==> config.mk <==
export PLATFORM = sky130hd
export DESIGN_NAME = muxn_seq
export DESIGN_NICKNAME = d
export VERILOG_FILES = /design/src/rtl/muxn_seq.sv
export SDC_FILE = /design/constraint.sdc
export NUM_CORES = 1
export LEC_CHECK = 0
export BUFFER_PORTS_ARGS = -buffer_cell sky130_fd_sc_hd__buf_4
export CORE_MARGIN = 4
export CORE_UTILIZATION = 42
export DETAILED_ROUTE_END_ITERATION = 8
export GPL_ROUTABILITY_DRIVEN = 1
export PLACE_DENSITY = 0.8
export SLEW_MARGIN = 20
export SYNTH_ARGS = -nofsm -noshare
export SYNTH_HDL_FRONTEND = slang
export SYNTH_SLANG_ARGS = --single-unit
==> constraint.sdc <==
create_clock -name clk -period 2.4 [get_ports clk]
set_clock_uncertainty 0.2 [all_clocks]
set_input_delay 0.12 -clock clk [delete_from_list [all_inputs] [get_ports clk]]
set_output_delay 0.12 -clock clk [all_outputs]
set_load 0.02 [all_outputs]
==> src/rtl/muxn_seq.sv <==
// muxn_seq: registered N-channel selector with valid/ready output and an
// auto-scan mode that dwells DWELL samples on each channel before stepping.

// One channel of the AND-OR mux: passes its data only when it is the
// selected channel, otherwise contributes zero.
module muxn_seq_lane #(
    parameter int W     = 4,
    parameter int K     = 0,
    parameter int SEL_W = 3
) (
    input  logic [SEL_W-1:0] eff_ch,
    input  logic [W-1:0]     d,
    output logic [W-1:0]     q
);
    assign q = (eff_ch == SEL_W'(K)) ? d : '0;
endmodule

module muxn_seq #(
    parameter int N_CH  = 8,
    parameter int W     = 4,
    parameter int DWELL = 2,
    parameter int SEL_W = $clog2(N_CH)
) (
    input  logic                clk,
    input  logic                rst_n,
    input  logic [N_CH*W-1:0]   din,
    input  logic [SEL_W-1:0]    sel,
    input  logic                mode,
    input  logic                en,
    output logic [W-1:0]        out_data,
    output logic [SEL_W-1:0]    out_ch,
    output logic                out_valid,
    input  logic                out_ready,
    output logic                sel_err
);
    localparam int CW = $clog2(DWELL + 1);
    localparam logic [SEL_W:0] N_LIM = (SEL_W + 1)'(N_CH);

    typedef enum logic {DIRECT = 1'b0, SCAN = 1'b1} state_t;

    state_t                  mode_q, mode_nxt;
    logic                    entry, scan_act;
    logic                    load, in_range, last;
    logic [SEL_W-1:0]        ptr, eff_ch, wrap_ch;
    logic [SEL_W:0]          inc;
    logic [CW-1:0]           dwell_cnt, cnt_base;
    logic [N_CH-1:0][W-1:0]  lane_q;
    logic [W-1:0]            mux_q;

    // Mode tracker register: follows mode on every edge, stall or not.
    always_ff @(posedge clk or negedge rst_n) begin
        if (!rst_n) mode_q <= DIRECT;
        else        mode_q <= mode_nxt;
    end

    // Next mode state is simply the requested mode.
    always_comb begin
        mode_nxt = mode ? SCAN : DIRECT;
    end

    // Entry pulse when scan is requested while the tracker still says DIRECT;
    // steady scan uses the internal pointer.
    always_comb begin
        entry    = 1'b0;
        scan_act = 1'b0;
        if (mode) begin
            entry    = (mode_q == DIRECT);
            scan_act = (mode_q == SCAN);
        end
    end

    assign load     = !out_valid || out_ready;
    assign eff_ch   = scan_act ? ptr : sel;
    assign in_range = ({1'b0, eff_ch} < N_LIM);

    // Next channel modulo N_CH; eff_ch+1 never reaches 2*N_CH, so one
    // conditional subtract is enough even for an out-of-range entry select.
    assign inc     = {1'b0, eff_ch} + (SEL_W + 1)'(1);
    assign wrap_ch = (inc >= N_LIM) ? SEL_W'(inc - N_LIM) : inc[SEL_W-1:0];

    // On entry the dwell count restarts from zero for this very load.
    assign cnt_base = entry ? '0 : dwell_cnt;
    assign last     = (cnt_base == CW'(DWELL - 1));

    genvar k;
    generate
        for (k = 0; k < N_CH; k++) begin : g_lane
            muxn_seq_lane #(.W(W), .K(k), .SEL_W(SEL_W)) u_lane (
                .eff_ch (eff_ch),
                .d      (din[k*W +: W]),
                .q      (lane_q[k])
            );
        end
    endgenerate

    // OR-reduce the lanes; an out-of-range index matches no lane and yields 0.
    always_comb begin
        mux_q = '0;
        for (int i = 0; i < N_CH; i++) mux_q = mux_q | lane_q[i];
    end

    // Output register: loads when empty or accepted; en=0 leaves an empty slot.
    always_ff @(posedge clk or negedge rst_n) begin
        if (!rst_n) begin
            out_valid <= 1'b0;
            out_data  <= '0;
            out_ch    <= '0;
            sel_err   <= 1'b0;
        end else if (load) begin
            out_valid <= en;
            if (en) begin
                out_data <= mux_q;
                out_ch   <= eff_ch;
                if (!in_range) sel_err <= 1'b1;
            end
        end
    end

    // Scan pointer/dwell: advance on emitted scan samples; any entry that
    // does not emit a sample still restarts the scan from sel.
    always_ff @(posedge clk or negedge rst_n) begin
        if (!rst_n) begin
            ptr       <= '0;
            dwell_cnt <= '0;
        end else if (load && en && mode) begin
            if (last) begin
                dwell_cnt <= '0;
                ptr       <= wrap_ch;
            end else begin
                dwell_cnt <= cnt_base + CW'(1);
                ptr       <= eff_ch;
            end
        end else if (entry) begin
            ptr       <= sel;
            dwell_cnt <= '0;
        end
    end
endmodule

Word-level counts from Yosys, hierarchy flattened
Index checks and enable logic that the tools add are counted.
{ "word_totals": {"regBits": 14, "in_bits": 40, "word_cells": 52, "out_inout_bits": 9} }
{ "classes": {"n_reduce_logical": 7, "n_addsub": 3, "n_bitwise": 8, "mux": 19, "n_eq_ne": 8, "order_cmp": 1} }
{ "ops": {"columns": ["op", "n"], "rows": [
  ["$mux 4", 8],
  ["$or 4x4->4", 7],
  ["$mux 3", 5],
  ["$eq 3x3->1 const B", 4],
  ["$eq 3x2->1 const B", 2],
  ["$mux 2", 3],
  ["$add 3x1->4 const B", 1],
  ["$ge 4x4->1 const B", 1],
  ["$eq 3x1->1 const B", 1],
  ["$logic_not 3->1", 1],
  ["$mux 1", 3],
  ["$sub 3x1->3 const B", 1],
  ["$add 2x1->2 const B", 1],
  ["$eq 2x1->1 const B", 1],
  ["$logic_and 1x1->1", 2],
  ["$reduce_and 2->1", 1],
  ["$reduce_bool 2->1", 1],
  ["$logic_not 1->1", 1],
  ["$logic_or 1x1->1", 1],
  ["$not 1->1", 1]
]} }

Logic depth before layout (Yosys ltp)
Gate-level depths: netlist of run 1.
{ "depth": {"depth_word": 11, "ltp_mapped": 9} }

Cells and area by module
From an unflattened synthesis of run 1, not the netlist that was laid out.
{ "hier_totals": {"cells_unflattened": 109, "hier_area_um2": 1077.3} }
{ "by_module_without_submodules": {"columns": ["mod", "cells_each", "seq_area_each_um2", "instances", "area_each_um2"], "rows": [
  ["muxn_seq", 77, 350.3, 1, 737.0],
  ["muxn_seq_lane (g_lane[1].u_lane ...)", 4, 0.0, 3, 50.0],
  ["muxn_seq_lane (g_lane[3].u_lane ...)", 4, 0.0, 3, 40.0],
  ["muxn_seq_lane (g_lane[0].u_lane ...)", 4, 0.0, 2, 35.0]
]} }

Worst setup path before layout of run 1
Ideal clock, no wire load.
{ "synth_path": {"path_kind": "flip-flop to flip-flop", "startpoint": "register mode_q", "endpoint": "register out_data[3]", "arrival_time_ns": 1.898, "stages_incl_launch_ff": 10, "setup_slack_ns": 0.176, "path_buffers": 2, "path_cell_list": "dfrtp_1 -> buf_6 -> nand2_4 -> buf_6 -> mux2i_4 -> nor2_1 -> ha_1 -> a221oi_1 -> nand4_1 -> o32a_1"} }
{ "synth_between": {"elab_chain_len": 11, "word_cells_on_any_way": 25} }
{ "synth_lines": {"columns": ["item", "line_no", "source"], "rows": [
  ["start: declaration", "41", "state_t mode_q, mode_nxt;"],
  ["start signal: assignment", "53", "else mode_q <= mode_nxt;"],
  ["$mux 1 (*)", "66", "if (mode) begin"],
  ["$mux 3 (*)", "73", "assign eff_ch = scan_act ? ptr : sel;"],
  ["$eq 3x1->1 / $logic_not 3->1 (equally long branches)", "15", "assign q = (eff_ch == SEL_W'(K)) ? d : '0;"],
  ["$mux 4", "15", null],
  ["$or 4x4->4 (6 in series)", "99", "for (int i = 0; i < N_CH; i++) mux_q = mux_q | lane_q[i];"],
  ["$or 4x4->4 (*)", "99", null],
  ["end signal: assignment", "112", "out_data <= mux_q;"],
  ["end: declaration", "30", "output logic [W-1:0] out_data,"]
]} }
Mark *: on every way between the ends. The rest lies on a longest branch, timed or not.
A chain may end at the register's enable or synchronous reset.

Final worst setup path of run 1
{ "layout_path": {"startpoint": "input port mode", "endpoint": "register out_data[3]"} }
{ "layout_between": {"elab_chain_len": 11, "word_cells_on_any_way": 25} }
{ "layout_lines": {"columns": ["item", "line_no", "source"], "rows": [
  ["start: declaration", "28", "input logic mode,"],
  ["$mux 1 (*)", "66", null],
  ["$mux 3 (*)", "73", null],
  ["$eq 3x1->1 / $logic_not 3->1 (equally long branches)", "15", null],
  ["$mux 4", "15", null],
  ["$or 4x4->4 (6 in series)", "99", null],
  ["$or 4x4->4 (*)", "99", null]
]} }
Marks and branches as above.

==> run metrics, run 1 <==
count of routing violations after the opening detailed-route iteration 52; vias per cell 5.48; Die W 58.4 um; CP endpoint kind register; combined area of all synthesized cells 0.00107 mm2; final std cell area, no fill 0.00160 mm2; Max transition margin 65.7%; Hold Fails Final Rpt 3; post-synthesis instance total 119; max-cap check violation count 0; DR DRC count 0; Core Rows 18; maximum number of buffers from clock root to sink 2; number of nets with antenna violations after routing 0; crit path time final 2.33 ns; maximum number of pins on one net before global-route repair 17; final routed wire length divided by cell count 15.6 um; longest individual stage delay on the worst path 0.56 ns; part of the cycle the worst path needs 97.2%; number of register bits inferred by synthesis 14; Antenna diodes 0; number of buffers inserted during clock tree synthesis 3; initial core utilization 43.5%; total wirelength of the detailed-routed design 3250 um; clock tree root driver cell sky130_fd_sc_hd__clkbuf_4; number of filler cells placed in the layout 197; violations in the final reports hold timing; HPWL after DPL 2470 um; crit path cell chain dlygate4sd3_1 -> buf_4 -> nand2_4 -> mux2i_4 -> nor2_1 -> ha_1 -> a221oi_2 -> nand4_1 -> o32a_1; Overall Global Routing Usage 19.9%; adder and majority cell fraction of the synthesized area 2.34%; cell class contributing the biggest share of worst-path delay buffers and inverters; core region area 0.00245 mm2; largest family of logic cells by synthesized area compound AO/OA/AOI/OAI gates; area of the die 0.00341 mm2; Slew Viols, Final 0; via count 1,140; static leakage power 0.733 nW; type of the tightest min-delay check input pin to register; Detailed Routing Iterations Pass 1 4; first-pass GRT wire length 5270 um; Clock Sink Count 14; area fraction in compound gates after synthesis 24.3%; Synth Area per Inst 8.97 um2; Design Power 0.818 mW; I/O pin count 49; synth warn 0; area growth from synthesis to layout 49.7%; Post-Syn Nets 161; number of I/O port buffers 47; final setup vio count 0; cell count after placement 192; count of buffer and inverter cells on the critical path 2; Die Ht 58.4 um; worst voltage drop across the vdd grid 383 uV; primary flip-flop cell chosen by synthesis mapping sky130_fd_sc_hd__dfrtp_1; latest clock arrival within the worst-skew pair 0.29 ns; number of global-route vias before repair 1,160; critical path start-end classification input pin to register; actual slew at the worst max-slew pin 0.502 ns; mux cell area share after synthesis 13.2%; maximum level of the CTS H-tree 1; worst-case hold slack -0.00543 ns; post-synthesis share of cell area spent on and, or, nand and nor gates 19.2%; number of non-filler instances in the completed layout 208; required time of the worst setup path 2.38 ns; CP Launch Type input pin; final core occ 65.1%; data arrival at the endpoint of the critical path 2.31 ns; fraction of synthesis flops using an asynchronous set or reset pin 100%; clock input transition at the sequential cells of the worst setup and hold paths 0.10 ns; Post-Synth XOR/XNOR Area 0.821%; crit-path max FO 13; TritonCTS clock tree built; share of synthesized area occupied by flip-flops and latches 32.8%; number of antenna violations at the first check in global routing 0; unrepaired setup endpoints after global routing yes; cell with the largest stage delay on the worst path sky130_fd_sc_hd__dlygate4sd3_1; highest clock frequency the design can meet 429 MHz; number of enable-type register cells in the synthesized netlist 0; final net count 221; number of different library cells in the post-synthesis netlist 43; power per cell area 512 mW/mm2; layout cell share with drive strength beyond 1 37.6%; final weighted congestion in routability-driven placement 0.855; outcome finished with violations; remaining global-route overflow 0; placement-stage cell area 0.00143 mm2
area by class of cell:
| type | count | area, um2 | area share [%] |
|---|---|---|---|
| sequential | 14 | 352 | 22.0 |
| tap | 30 | 37.5 | 2.35 |
| inverter | 5 | 18.8 | 1.17 |
| clock buffer | 4 | 36.3 | 2.27 |
| multi-input combinational | 92 | 658 | 41.2 |
| timing repair buffer | 63 | 495 | 31.0 |
cells by family (layout without fill, tap and decap cells):
| logic type | count (synthesis) | in the layout |
|---|---|---|
| AOI/OAI and AO/OA | 39 | 39 |
| and+or+nand+nor | 38 | 38 |
| DFF | 14 | 14 |
| buffers and inverters | 13 | 72 |
| muxes | 11 | 11 |
| adders and majority gates | 2 | 2 |
| other | 1 | 1 |
| xor gates and xnor gates | 1 | 1 |
cells in the mapped netlist, types with 2 or more instances:
cell | n | area (um2)
sky130_fd_sc_hd__o22a_1 | 2 | 17.5
sky130_fd_sc_hd__mux2i_4 | 2 | 45.0
sky130_fd_sc_hd__nor3b_1 | 2 | 15.0
sky130_fd_sc_hd__nand4_1 | 2 | 12.5
sky130_fd_sc_hd__nand2_1 | 9 | 33.8
sky130_fd_sc_hd__nand3b_1 | 3 | 22.5
sky130_fd_sc_hd__a21boi_0 | 2 | 15.0
sky130_fd_sc_hd__nor2_1 | 8 | 30.0
sky130_fd_sc_hd__ha_1 | 2 | 25.0
sky130_fd_sc_hd__a21oi_1 | 4 | 20.0
sky130_fd_sc_hd__buf_6 | 2 | 22.5
sky130_fd_sc_hd__buf_4 | 2 | 15.0
sky130_fd_sc_hd__inv_1 | 5 | 18.8
sky130_fd_sc_hd__a221oi_1 | 4 | 35.0
sky130_fd_sc_hd__nand2b_1 | 5 | 31.3
sky130_fd_sc_hd__o211ai_1 | 2 | 15.0
sky130_fd_sc_hd__nand3_1 | 3 | 15.0
sky130_fd_sc_hd__o21ai_0 | 12 | 60.1
sky130_fd_sc_hd__mux2i_1 | 7 | 70.1
sky130_fd_sc_hd__a22oi_1 | 2 | 15.0
sky130_fd_sc_hd__dfrtp_1 | 14 | 350
sky130_fd_sc_hd__o22ai_1 | 4 | 25.0
metal layers:
| metal | up-vias | global-route usage [%] | wire length [um] |
|---|---|---|---|
| met1 | 537 | 26.5 | 1450 |
| met4 | 0 | 5.96 | 39 |
| met5 | - | 0 | 0 |
| met2 | 38 | 32.5 | 1570 |
| li1 | 558 | - | - |
| met3 | 7 | 3.95 | 186 |
power by group:
group / internal, mW / switching (mW) / total [mW] / leakage, nW
combinational: 0.173 / 0.159 / 0.332 / 0.549
clock: 0.0923 / 0.0826 / 0.175 / 0.0210
sequential: 0.272 / 0.0386 / 0.311 / 0.163
metrics by stage:
step	setup TNS, ns	worst slack, ns
after floorplan	0	0.176
after global placement	0	0.178
after detailed placement	0	0.0880
after CTS	0	0.0545
after global routing	-0.0236	-0.0148
final	0	0.0683
placed cells by master (no fill, tap or decap), drive strengths merged, types with 2 or more instances in the layout:
cell	n
a21boi	2
ha	2
nand2	10
o22ai	4
nand3	3
buf	54
nand3b	3
mux2i	9
nand4	2
nor3b	2
clkbuf	4
o21ai	13
dfrtp	14
mux2	2
dlygate4sd3	9
inv	5
nand2b	5
a221oi	4
o22a	2
a21oi	4
a22oi	2
nor2	8
o211ai	2
worst min-delay path, cell delays in order:
cell and delay, ns:
sky130_fd_sc_hd__buf_4 0.07, sky130_fd_sc_hd__a222oi_1 0.10, sky130_fd_sc_hd__o22ai_1 0.13
what timing repair did:
item | in CTS | in global routing
buffers inserted | 0 | 3
resized for setup | 0 | 4
hold buffers | 9 | 0
endpoints found under the hold margin | 24 | 0
setup endpoints to repair | 0 | 5
sequential cells by signal (all words and copies together), names as in the netlist:
register / cells
dwell_cnt: 2
mode_q: 1
out_ch: 3
out_data: 4
out_valid: 1
ptr: 3
path summary, 6_finish.rpt:
path                                        from                       to  slack (ns)  cells after the start
min in group asynchronous                  rst_n    out_valid$_DFFE_PN0N_        0.03                      2
hold / removal                           din[26]  out_data[2]$_DFFE_PN0P_      -0.005                      3
max in group asynchronous                  rst_n         mode_q$_DFF_PN0_        1.78                      2
setup / recovery                            mode  out_data[3]$_DFFE_PN0P_        0.07                      9
hold reg to reg            out_ch[2]$_DFFE_PN0P_    out_ch[2]$_DFFE_PN0P_        0.31                      2
setup reg to reg                mode_q$_DFF_PN0_  out_data[3]$_DFFE_PN0P_        0.18                      7
No activity file was read; power rests on OpenSTA's default activity.
==> inputs of run 2 (changes only) <==
--- a/config.mk
+++ b/config.mk
@@ -14,4 +14,5 @@
 export SLEW_MARGIN = 20
 export SYNTH_ARGS = -nofsm -noshare
 export SYNTH_HDL_FRONTEND = slang
+export SYNTH_HIERARCHICAL = 1
 export SYNTH_SLANG_ARGS = --single-unit
==> run 2 against run 1 <==
  * The flow now finishes without violations
  * Critical endpoint is now out_data[0]$_DFFE_PN0N_
  * Final cell count down 8.2%
  * Core utilization down 2.4 points
  * Hold slack better by 0.024 ns
  * Combinational power down 8.7%
  * Total power down 6.0%
  * Register-to-register slack better by 0.09 ns
  * Global-route usage down 3.0 points
  * Sequential share of layout area up 0.76 points
  * Highest routed layer unchanged
  * Setup slack better by 0.15 ns
==> run metrics, run 2 <==
share of synthesized area occupied by flip-flops and latches 32.5% (-0.30 points); data arrival at the endpoint of the critical path 2.12 ns (-0.19 ns); crit path time final 2.18 ns (-0.151 ns); Die W 58.6 um (+0.40%); number of non-filler instances in the completed layout 191 (-8.2%); latest clock arrival within the worst-skew pair 0.28 ns (about the same); most frequent standard cell in the layout excluding fill and tap cells sky130_fd_sc_hd__buf_4; remaining global-route overflow 0 (unchanged); initial core utilization 43.9% (+0.41 points); final setup vio count 0 (unchanged); cells on worst reg2reg path 5 (-2); largest cells by area after synthesis sky130_fd_sc_hd__dfrtp_1 (33%), sky130_fd_sc_hd__and4bb_2 (14%), sky130_fd_sc_hd__and4b_1 (11%); Core Rows 18 (unchanged); area of the die 0.00344 mm2 (+0.81%); part of the cycle the worst path needs 90.9% (-6.3 points); fraction of synthesis flops using an asynchronous set or reset pin 100% (unchanged); most crowded layer after global routing met2; final net count 203 (-8.1%); Total Neg Setup Slack 0 ns (unchanged); Clock Sink Count 14 (unchanged); type of the tightest min-delay check input pin to async pin; flip-flop count of the largest register after layout 4 (unchanged); critical path start-end classification input pin to register; worst path setup slack after routing 0.219 ns (+0.151 ns); final routed wire length divided by cell count 14.6 um (-6.7%); Detailed Routing Iterations Pass 1 4 (unchanged); actual slew at the worst max-slew pin 0.577 ns (+0.0748 ns); max-cap check violation count 0 (unchanged); Overall Global Routing Usage 16.9% (-3.0 points); maximum number of pins on one net before global-route repair 36 (+19); maximum number of buffers from clock root to sink 2 (unchanged); TritonCTS clock tree built; highest clock frequency the design can meet 459 MHz (+6.9%); number of filler cells placed in the layout 212 (+7.6%); number of antenna violations at the first check in global routing 0 (unchanged); number of buffers inserted during clock tree synthesis 3 (unchanged); number of enable-type register cells in the synthesized netlist 0 (unchanged); area growth from synthesis to layout 42.9%; cell count after placement 182 (-5.2%); static leakage power 0.726 nW (-0.85%); primary flip-flop cell chosen by synthesis mapping sky130_fd_sc_hd__dfrtp_1; clock input transition at the sequential cells of the worst setup and hold paths 0.09 ns (about the same); I/O pin count 49 (unchanged); power per cell area 500 mW/mm2 (-2.4%); first-pass GRT wire length 4560 um (-13%); Slew Viols, Final 0 (unchanged); core region area 0.00245 mm2 (unchanged); Design Power 0.769 mW (-6.0%); synth warn 6 (+6); number of different library cells in the post-synthesis netlist 33 (-23%); number of global-route vias before repair 1,041 (-10%); pre-CTS worst setup slack 0.202 ns (+0.114 ns); combined area of all synthesized cells 0.00108 mm2 (+0.94%); clock tree root driver cell sky130_fd_sc_hd__clkbuf_4; vias per cell 5.76 (+5.2%); outcome completed; HPWL after DPL 1970 um (-20%); worst voltage drop across the vdd grid 325 uV (-15%); global routing met3 resource utilization 3.51% (-0.44 points); cell taking the most area after synthesis sky130_fd_sc_hd__dfrtp_1; unrepaired setup endpoints after global routing no; post-CTS setup repair buffer count 0 (unchanged); number of register bits inferred by synthesis 14 (unchanged); Synth Area per Inst 9.88 um2 (+10%); post-synthesis instance total 109 (-8.4%); crit-path max FO 34 (+21); via count 1,101 (-3.4%); Post-Syn Nets 150 (-6.8%); required time of the worst setup path 2.34 ns (-0.04 ns); final weighted congestion in routability-driven placement 0.737 (-14%); CP Launch Type input pin; count of routing violations after the opening detailed-route iteration 18 (-65%); number of nets with antenna violations after routing 0 (unchanged); Die Ht 58.6 um (+0.40%); final core occ 62.7% (-2.4 points); met1 Track Usage GR 22.5% (-4.0 points); Max transition margin 61.5% (-4.1 points); commonest cells in the synthesized netlist sky130_fd_sc_hd__dfrtp_1 (14), sky130_fd_sc_hd__and4b_1 (12), sky130_fd_sc_hd__and4bb_2 (12), sky130_fd_sc_hd__nand2_1 (12), sky130_fd_sc_hd__nor4_1 (8); most frequent cell after synthesis sky130_fd_sc_hd__dfrtp_1; DR DRC count 0 (unchanged); met2 usage 28.2% (-4.3 points); maximum level of the CTS H-tree 1 (unchanged); most used cells in the layout excluding fill and tap cells sky130_fd_sc_hd__buf_4 (47), sky130_fd_sc_hd__dfrtp_1 (14), sky130_fd_sc_hd__nand2_1 (12), sky130_fd_sc_hd__and4bb_2 (12), sky130_fd_sc_hd__and4b_1 (12); total wirelength of the detailed-routed design 2780 um (-14%); CP endpoint kind register; Top Registers out_data: 4 flops, out_ch: 3 flops, ptr: 3 flops; fraction of post-synthesis cell area in the top cell type by area 32.5% (-0.30 points); Antenna diodes 0 (unchanged); layout cell share with drive strength beyond 1 42.2% (+4.6 points); number of I/O port buffers 47 (unchanged); register with the most flip-flops out_data; Hold Fails Final Rpt 0 (-3)
run 2: changes by cell type after synthesis, sizes merged, moves of 4 or more:
cell,before,now
and4bb,0,12
and4,0,4
and4b,0,12
nor4,1,8
a31oi,1,5
nor2,8,4
mux2i,9,0
a221oi,4,0
o21ai,13,2
run 2: logic make-up (layout without fill, tap and decap cells):
family | after synthesis | after routing | share of synthesized area [%]
AOI/OAI and AO/OA | 16 | 16 | 10.2
DFF | 14 | 14 | 32.5
xor gates and xnor gates | 1 | 1 | 0.813
adders and majority gates | 1 | 1 | 1.16
muxes | 4 | 4 | 4.53
buffers and inverters | 6 | 58 | 2.79
other | 1 | 1 | 0.348
and+or+nand+nor | 66 | 66 | 47.6
run 2: through the flow:
stage                     hold WS (ns)  area, um2
after floorplan                 -0.376       1080
after global placement          -0.222       1450
final                           0.0184       1540
after CTS                       0.0124       1530
after global routing            0.0182       1540
after detailed placement        -0.221       1450
run 2: area by class of cell:
cell class	count	area [um2]	area share, %
Multi-Input combinational cell	89	704	45.8
Sequential cell	14	350	22.8
Tap cell	30	37.5	2.44
Timing Repair Buffer	52	403	26.2
Clock buffer	4	36.3	2.36
Inverter	2	7.51	0.488
run 2: power breakdown:
part / switching [mW] / leakage [nW] / total [mW] / internal [mW]
Sequential: 0.0238 / 0.164 / 0.296 / 0.272
Clock: 0.0774 / 0.0210 / 0.170 / 0.0923
Combinational: 0.148 / 0.541 / 0.303 / 0.156
Total: 0.249 / 0.726 / 0.769 / 0.520
run 2: metal layers:
metal | share of wire (%) | vias to the layer above
li1 | - | 546
met1 | 47 | 511
met2 | 46 | 42
met3 | 6.5 | 2
met4 | 0.32 | 0
met5 | 0 | -
run 2: what timing repair did:
action,in CTS,in global routing
resized for setup,0,2
hold buffers,5,0
endpoints found under the hold margin,24,0
endpoints found under the setup margin,0,1
run 2: worst paths after layout:
check                                      start                       to  slack (ns)
max in group asynchronous                  rst_n    out_ch[1]$_DFFE_PN0N_        1.81
max                                         mode  out_data[0]$_DFFE_PN0N_        0.22
min in group clk                          sel[1]       ptr[1]$_DFFE_PN0P_        0.02
max reg2reg                     mode_q$_DFF_PN0_  out_data[0]$_DFFE_PN0N_        0.27
min                                        rst_n  out_data[0]$_DFFE_PN0N_        0.02
min reg2reg                out_ch[0]$_DFFE_PN0N_    out_ch[0]$_DFFE_PN0N_        0.29
run 2: worst max-delay path, stage by stage:
cell                            delay [ns]
sky130_fd_sc_hd__dlygate4sd3_1        0.54
sky130_fd_sc_hd__buf_4                0.17
sky130_fd_sc_hd__nand2_2              0.11
sky130_fd_sc_hd__mux2_4               0.44
sky130_fd_sc_hd__and4bb_2             0.27
sky130_fd_sc_hd__nor4_1               0.32
sky130_fd_sc_hd__a31oi_1              0.13
==> inputs of run 3 (changes only) <==
--- a/config.mk
+++ b/config.mk
@@ -10,7 +10,7 @@
 export CORE_UTILIZATION = 42
 export DETAILED_ROUTE_END_ITERATION = 8
 export GPL_ROUTABILITY_DRIVEN = 1
-export PLACE_DENSITY = 0.8
+export PLACE_DENSITY_LB_ADDON = 0.05
 export SLEW_MARGIN = 20
 export SYNTH_ARGS = -nofsm -noshare
 export SYNTH_HDL_FRONTEND = slang
==> run 3 against run 2 <==
  * Largest power group unchanged
  * Critical path type unchanged
  * Sequential power about the same
  * Critical path depth unchanged
  * Cell area rose by 0.49%
  * Largest cell class unchanged
  * Register-to-register slack hardly changed
  * Fmax shrank 0.29%
  * Sequential share of layout area is 0.11 points lower
  * Via count fell by 1.7%
  * Setup slack lost 0.0063 ns
==> run metrics, run 3 (synthesized netlist as in run 2, its figures left out) <==
CP endpoint kind register; Die W 58.6 um (unchanged); Design Power 0.766 mW (-0.34%); share of power burned in the clock network 21.8% (-0.3 points); maximum level of the CTS H-tree 1 (unchanged); most used cells in the layout excluding fill and tap cells sky130_fd_sc_hd__buf_4 (48), sky130_fd_sc_hd__dfrtp_1 (14), sky130_fd_sc_hd__nand2_1 (12), sky130_fd_sc_hd__and4bb_2 (12), sky130_fd_sc_hd__and4b_1 (12); switching power summed over all nets 0.245 mW (-1.6%); reg2reg setup slack 0.26 ns (about the same); total wirelength of the detailed-routed design 2680 um (-3.8%); internal power contribution 0.521 mW (+0.25%); area of the die 0.00344 mm2 (unchanged); number of antenna violations at the first check in global routing 0 (unchanged); longest individual stage delay on the worst path 0.53 ns (about the same); Core Rows 18 (unchanged); core region area 0.00245 mm2 (unchanged); count of routing violations after the opening detailed-route iteration 14 (-4); outcome completed; unrepaired setup endpoints after global routing no; Detailed Routing Iterations Pass 1 4 (unchanged); crit-path max FO 34 (unchanged); layout cell share with drive strength beyond 1 42.6% (+0.36 points); number of I/O port buffers 47 (unchanged); remaining global-route overflow 0 (unchanged); TritonCTS clock tree built; initial core utilization 43.9% (unchanged); number of global-route vias before repair 999 (-4.0%); maximum number of pins on one net before global-route repair 36 (unchanged); highest clock frequency the design can meet 457 MHz (-0.29%); DR DRC count 0 (unchanged); via count 1,082 (-1.7%); vias per cell 5.64 (-2.2%); cell with the largest stage delay on the worst path sky130_fd_sc_hd__dlygate4sd3_1; Hold Fails Final Rpt 0 (unchanged); critical path start-end classification input pin to register; worst-case hold slack 0.0278 ns (+0.00939 ns); final routed wire length divided by cell count 13.9 um (-4.3%); max-cap check violation count 0 (unchanged); post-CTS setup repair buffer count 0 (unchanged); Total Neg Setup Slack 0 ns (unchanged); final net count 204 (+0.49%); I/O pin count 49 (unchanged); required time of the worst setup path 2.35 ns (about the same); part of the power in combinational logic 39.7% (+0.2 points); Top Registers out_data: 4 flops, out_ch: 3 flops, ptr: 3 flops; clock input transition at the sequential cells of the worst setup and hold paths 0.09 ns (about the same); crit path time final 2.19 ns (+0.00626 ns); type of the tightest min-delay check input pin to async pin; data arrival at the endpoint of the critical path 2.14 ns (+0.02 ns); latest clock arrival within the worst-skew pair 0.27 ns (about the same); static leakage power 0.732 nW (+0.69%); Slew Viols, Final 0 (unchanged); CP Launch Type input pin; final setup vio count 0 (unchanged); worst voltage drop across the vdd grid 302 uV (-7.2%); Die Ht 58.6 um (unchanged); clock tree root driver cell sky130_fd_sc_hd__clkbuf_4; flip-flop count of the largest register after layout 4 (unchanged); final weighted congestion in routability-driven placement 0.796 (+8.0%); number of buffers inserted during clock tree synthesis 3 (unchanged); maximum number of buffers from clock root to sink 2 (unchanged); number of nets with antenna violations after routing 0 (unchanged); part of the cycle the worst path needs 91.1% (+0.26 points); Overall Global Routing Usage 16.0% (-0.88 points); crit path cell chain dlygate4sd3_1 -> buf_4 -> nand2_2 -> mux2_4 -> and4bb_2 -> nor4_1 -> a31oi_1; Clock Sink Count 14 (unchanged); part of the power in registers 38.4% (about the same); register with the most flip-flops out_data; first-pass GRT wire length 4280 um (-6.1%); power per cell area 496 mW/mm2 (-0.82%); most frequent standard cell in the layout excluding fill and tap cells sky130_fd_sc_hd__buf_4; HPWL after DPL 1940 um (-1.6%); Sw Ratio 32.0% (-0.40 points); area growth from synthesis to layout 43.6%; Antenna diodes 0 (unchanged)
-- run 3: path summary, 6_finish.rpt --
kind | startpoint | endpoint | cells after the start
max reg2reg | mode_q$_DFF_PN0_ | out_data[0]$_DFFE_PN0N_ | 5
max | mode | out_data[0]$_DFFE_PN0N_ | 7
min | rst_n | out_valid$_DFFE_PN0N_ | 2
min reg2reg | out_ch[2]$_DFFE_PN0N_ | out_ch[2]$_DFFE_PN0N_ | 2
max in group asynchronous | rst_n | ptr[2]$_DFFE_PN0P_ | 2
min in group clk | sel[1] | ptr[1]$_DFFE_PN0P_ | 3
-- run 3: power by group through the flow --
stage | Clock (mW) | Sequential [mW] | Combinational [mW]
after global routing | 0.188 | 0.300 | 0.331
after global placement | 0 | 0.298 | 0.290
after detailed placement | 0 | 0.300 | 0.297
after floorplan | 0 | 0.327 | 0.145
after CTS | 0.173 | 0.295 | 0.305
final | 0.167 | 0.294 | 0.305
-- run 3: critical path, delay by kind of cell --
family                 cells  cell delay, ns
AO/OA/AOI/OAI              1            0.13
multiplexers               1            0.43
buffers and inverters      2            0.70
AND/OR/NAND/NOR            3            0.74
-- run 3: metal layers --
layer  vias to the layer above  track usage, %  part of all wire, %
met4                         0            5.83                  1.0
met1                       500            20.0                   46
li1                        549               -                    -
met3                         2            3.29                  7.0
met2                        31            27.3                   46
met5                         -               0                    0
-- run 3: per-stage QoR --
| step | util, % | worst slack [ns] | instance area [um2] | std cells |
|---|---|---|---|---|
| 6_report | 63.0 | 0.213 | 1550 | 192 |
| 5_1_grt | 63.0 | 0.131 | 1550 | 192 |
| 3_5_place_dp | 59.2 | 0.147 | 1450 | 183 |
| 3_3_place_gp | 59.2 | 0.246 | 1450 | 183 |
| 2_1_floorplan | - | 0.403 | 1080 | 109 |
| 4_1_cts | 62.7 | 0.107 | 1540 | 192 |
-- run 3: area by class of cell --
cell class | instances | area, um2
timing repair buffer | 53 | 410
inverter | 2 | 7.51
clock buffer | 4 | 36.3
tap | 30 | 37.5
fill | 214 | 908
sequential | 14 | 350
multi-input combinational | 89 | 704
-- run 3: what timing repair did --
| item | CTS | global route |
|---|---|---|
| setup endpoints to repair | 0 | 1 |
| endpoints found under the hold margin | 24 | 0 |
| resized for setup | 0 | 2 |
| hold buffers | 5 | 0 |
